## src/rtl/pipe_stage_reg.sv

```systemverilog
// Pipeline stage register with ready/valid handshakes, flush and synchronous reset.
// Define PIPE_STAGE_SKID_EN for the two-entry skid version with a registered in_ready.
module pipe_stage_reg #(
    parameter int DATA_W     = 32,
    parameter int NUM_FIELDS = 4
) (
    input  logic                         clk,
    input  logic                         rst,
    input  logic                         in_valid,
    output logic                         in_ready,
    input  logic [NUM_FIELDS*DATA_W-1:0] in_data,
    input  logic                         flush,
    output logic                         out_valid,
    input  logic                         out_ready,
    output logic [NUM_FIELDS*DATA_W-1:0] out_data,
    output logic [1:0]                   occupancy
);
    localparam int W = NUM_FIELDS * DATA_W;

    logic [W-1:0] main_r;
    logic         out_valid_r;
    logic [1:0]   occupancy_r;
    logic         accept_s;
    logic         release_s;

    assign out_data  = main_r;
    assign out_valid = out_valid_r;
    assign occupancy = occupancy_r;
    assign release_s = out_valid_r && out_ready;

`ifdef PIPE_STAGE_SKID_EN
    typedef enum logic [1:0] {
        ST_EMPTY = 2'd0,
        ST_FULL  = 2'd1,
        ST_SKID  = 2'd2
    } state_t;

    state_t       state_r;
    logic [W-1:0] skid_r;
    logic         in_ready_r;

    assign in_ready = in_ready_r;
    assign accept_s = in_valid && in_ready_r;

    // Stage FSM: main/skid data, valid state and all status outputs are registered here.
    always_ff @(posedge clk) begin
        if (rst) begin
            state_r     <= ST_EMPTY;
            main_r      <= {W{1'b0}};
            skid_r      <= {W{1'b0}};
            out_valid_r <= 1'b0;
            in_ready_r  <= 1'b1;
            occupancy_r <= 2'd0;
        end else if (flush) begin
            // Only valid state is dropped; data registers keep their contents.
            state_r     <= ST_EMPTY;
            out_valid_r <= 1'b0;
            in_ready_r  <= 1'b1;
            occupancy_r <= 2'd0;
        end else begin
            case (state_r)
                ST_EMPTY: begin
                    if (accept_s) begin
                        main_r      <= in_data;
                        state_r     <= ST_FULL;
                        out_valid_r <= 1'b1;
                        occupancy_r <= 2'd1;
                    end
                end
                ST_FULL: begin
                    if (accept_s && release_s) begin
                        main_r <= in_data;
                    end else if (accept_s) begin
                        skid_r      <= in_data;
                        state_r     <= ST_SKID;
                        in_ready_r  <= 1'b0;
                        occupancy_r <= 2'd2;
                    end else if (release_s) begin
                        state_r     <= ST_EMPTY;
                        out_valid_r <= 1'b0;
                        occupancy_r <= 2'd0;
                    end
                end
                ST_SKID: begin
                    if (release_s) begin
                        main_r      <= skid_r;
                        state_r     <= ST_FULL;
                        in_ready_r  <= 1'b1;
                        occupancy_r <= 2'd1;
                    end
                end
                default: begin
                    state_r     <= ST_EMPTY;
                    out_valid_r <= 1'b0;
                    in_ready_r  <= 1'b1;
                    occupancy_r <= 2'd0;
                end
            endcase
        end
    end
`else
    logic in_ready_s;

    // Single-register stage can refill in the same cycle the downstream drains it.
    assign in_ready_s = !out_valid_r || out_ready;
    assign in_ready   = in_ready_s;
    assign accept_s   = in_valid && in_ready_s;

    // Single data register with its valid flag and occupancy.
    always_ff @(posedge clk) begin
        if (rst) begin
            main_r      <= {W{1'b0}};
            out_valid_r <= 1'b0;
            occupancy_r <= 2'd0;
        end else if (flush) begin
            out_valid_r <= 1'b0;
            occupancy_r <= 2'd0;
        end else if (accept_s) begin
            main_r      <= in_data;
            out_valid_r <= 1'b1;
            occupancy_r <= 2'd1;
        end else if (release_s) begin
            out_valid_r <= 1'b0;
            occupancy_r <= 2'd0;
        end
    end
`endif

endmodule
```

## config.mk

```make
export PLATFORM = sky130hd
export DESIGN_NAME = pipe_stage_reg
export DESIGN_NICKNAME = d
export VERILOG_FILES = /design/src/rtl/pipe_stage_reg.sv
export SDC_FILE = /design/constraint.sdc
export NUM_CORES = 1
export LEC_CHECK = 0
export ABC_CLOCK_PERIOD_IN_PS = 2850
export CAP_MARGIN = 40
export CORE_MARGIN = 3
export CORE_UTILIZATION = 45
export DETAILED_ROUTE_END_ITERATION = 10
export GPL_TIMING_DRIVEN = 1
export PLACE_DENSITY_LB_ADDON = 0.1
export SLEW_MARGIN = 10
export SYNTH_ARGS = -nofsm -noshare
export SYNTH_HDL_FRONTEND = slang
export SYNTH_SLANG_ARGS = --single-unit
```

## constraint.sdc

```tcl
create_clock -name clk -period 2.85 [get_ports clk]
set_input_delay 0.57 -clock clk [delete_from_list [all_inputs] [get_ports clk]]
set_output_delay 0.57 -clock clk [all_outputs]
set_load 0.02 [all_outputs]
```

==> reports/metrics.yaml <==
setup_path:
  path_cells: "clkdlybuf4s50_1, nor2b_4, inv_1, clkdlybuf4s50_1"
  crit_buf_inv: 3
  crit_path_frequent_cell: "clkdlybuf4s50_1"
  crit_type: "in -> out"
  required_ps: 2280
  slowest_stage: "clkdlybuf4s50_1"
  max_stage_delay_ps: 600
  crit_family: "buffers and inverters"
  startpoint_type: "input port"
  arrival_ps: 1800
  cp-end-kind: "output port"
  path_max_fanout: 3
pwr:
  p_leak_nw: 3.35
  vdd_drop_max_mv: 0.347
  power_density_mw_per_mm2: 544
  finalPower_mw: 4.92
drt:
  post_drt_via_cell_ratio: 4.62
  initialDrtViolationCount: 144
  drt-total-wl_um: 14900
  wl_per_cell_um: 15.0
  route.detailed.drc: 0
  dr_total_vias: 4586
  firstDrtPassIters: 4
  ant_nets: 0
placed_design:
  io_buffers: 263
  dpl.hpwl_um: 10900
  dpl_cell_area_mm2: 0.00845
  routabilityCongestion: 0.741
yosys:
  netlist_top_cells_area: "dfxtp_1 44%, nand2b_1 27%, mux2i_1 22%"
  yosysTopAreaCellShare_pct: 43.7
  synth_area_mm2: 0.00591
  ys_seq_area_share_pct: 43.7
  syn_area_per_cell_um2: 10.5
  synth_cell_type_count: 14
  yosysWarnings: 0
  synth.net_count: 696
  ys_ff_latch: 129
  syn_inst: 563
  yosys.area.top_type: "dfxtp_1"
cells_and_area:
  n_antenna_cell: 0
  utilization_pct: 71.1
  drive_gt1_share_pct: 4.39
  area_delta_synth_final_pct: 53.2
  fin_area_mm2: 0.00905
  fin_nets: 940
  fillCellCount: 982
timing:
  rsz0062_at_grt: "false"
  fmax_mhz: 421
  fin_setup_tns_ps: 0
  fin_crit_sh_pct: 83.3
  period_needed_ps: 2370
  hold_viol_final: 0
  finalSetupViolCount: 0
  finalClockSkew_ps: 5.18
  finalHoldWorstSlack_ps: 470
  drv_slew: 0
die:
  num_rows: 41
  initial_core_util_pct: 46.4
  die_w_um: 121
  die_h_um: 121
  coreArea_mm2: 0.0127
  die-area_mm2: 0.0145
  ios: 265
run:
  cap_violations: 0
clock_tree:
  clk_latency_ps: 400
  cts_resized: 0
  htree_levels: 4
  clock-root-buffer: "clkbuf_16"
  cts_hold_buf: 0
  clk_pin_slew_ps: 50
  clockBufferDepth: 2
  postCtsSetupRepairBufs: 0
  cts_tree: "built"
  cts_buffers: 17
  cts_sinks: 129
global_route:
  grt.overflow.total: 0
  antenna_found_initial: 0
  grt_pass1_wl_um: 23500
  track_usage_pct: 20.4
  grt_pass1_vias: 4764
  grt_max_degree: 111
min_path:
  hold_path.class: "reg -> reg"
run_status:
  status: "completed"
-- registers in the layout, indices dropped and copies added, names as in the netlist --
name,flops
occupancy,1
out_data,128
-- worst paths after layout --
path / startpoint / endpoint / slack [ps] / cells after the start
max: out_ready / in_ready / 480 / 4
min: out_data[31] / out_data[31] / 470 / 2
min reg2reg: out_data[31] / out_data[31] / 470 / 2
max reg2reg: occupancy[0] / out_data[75] / 1210 / 4
-- cells in the final DEF, fill, tap and decap left out --
cell type / n
dfxtp_1: 129
clkbuf_8: 6
nor2b_4: 1
clkbuf_16: 17
conb_1: 1
nand2b_1: 256
buf_4: 3
clkinv_2: 2
bufinv_16: 2
inv_1: 1
nor2_1: 1
clkdlybuf4s50_1: 262
buf_12: 4
nor3b_4: 1
nor3_1: 1
mux2i_1: 128
clkbuf_1: 5
-- kinds of logic after synthesis --
kind of cell | count (synthesis) | synth area share, %
buffers and inverters | 45 | 6.73
flip-flops | 129 | 43.7
multiplexers | 128 | 21.7
other | 1 | 0.0635
AND/OR/NAND/NOR | 260 | 27.8
-- final cells by class --
| type | instances | area [um^2] | share of cell area (%) |
|---|---|---|---|
| timing repair buffer | 269 | 2730 | 30.1 |
| clock buffer | 28 | 527 | 5.82 |
| multi-input combinational | 389 | 2930 | 32.3 |
| clock inverter | 4 | 70.1 | 0.774 |
| tap | 172 | 215 | 2.38 |
| sequential | 129 | 2580 | 28.5 |
| inverter | 1 | 3.75 | 0.0415 |
-- report_power, final --
group / total [mW] / switching (mW) / leakage [nW] / internal, mW
sequential: 1.95 / 0.0489 / 1.06 / 1.90
combinational: 0.810 / 0.339 / 2.00 / 0.472
clock: 2.16 / 0.734 / 0.295 / 1.43
total: 4.92 / 1.12 / 3.35 / 3.80
-- cells in the mapped netlist (all sizes together) --
library cell  number
nand2b           256
dfxtp            129
mux2i            128
clkbuf            26
buf               18
conb               1
inv                1
nor2               1
nor2b              1
nor3               1
nor3b              1
-- worst reg2reg max path: cells and delay by family, from the launching register on --
family	cells	cell delay (ps)
flip-flops	1	320
buffers and inverters	1	410
multiplexers	1	300
AND/OR/NAND/NOR	2	530
-- metal layers --
metal	global-route usage, %	part of all wire (%)	up-vias	wire length (um)
li1	-	-	2285	-
met1	21.1	38	2105	5600
met2	35.8	50	170	7370
met3	8.79	10	26	1520
met4	9.07	2.7	0	402
met5	0	0	-	0
-- per-stage QoR --
step,setup WS (ps),std cells
3_5_place_dp,476,960
3_3_place_gp,504,960
6_report,475,992
5_1_grt,463,992
2_1_floorplan,1440,563
4_1_cts,476,992
No activity file was read; power rests on OpenSTA's default activity.
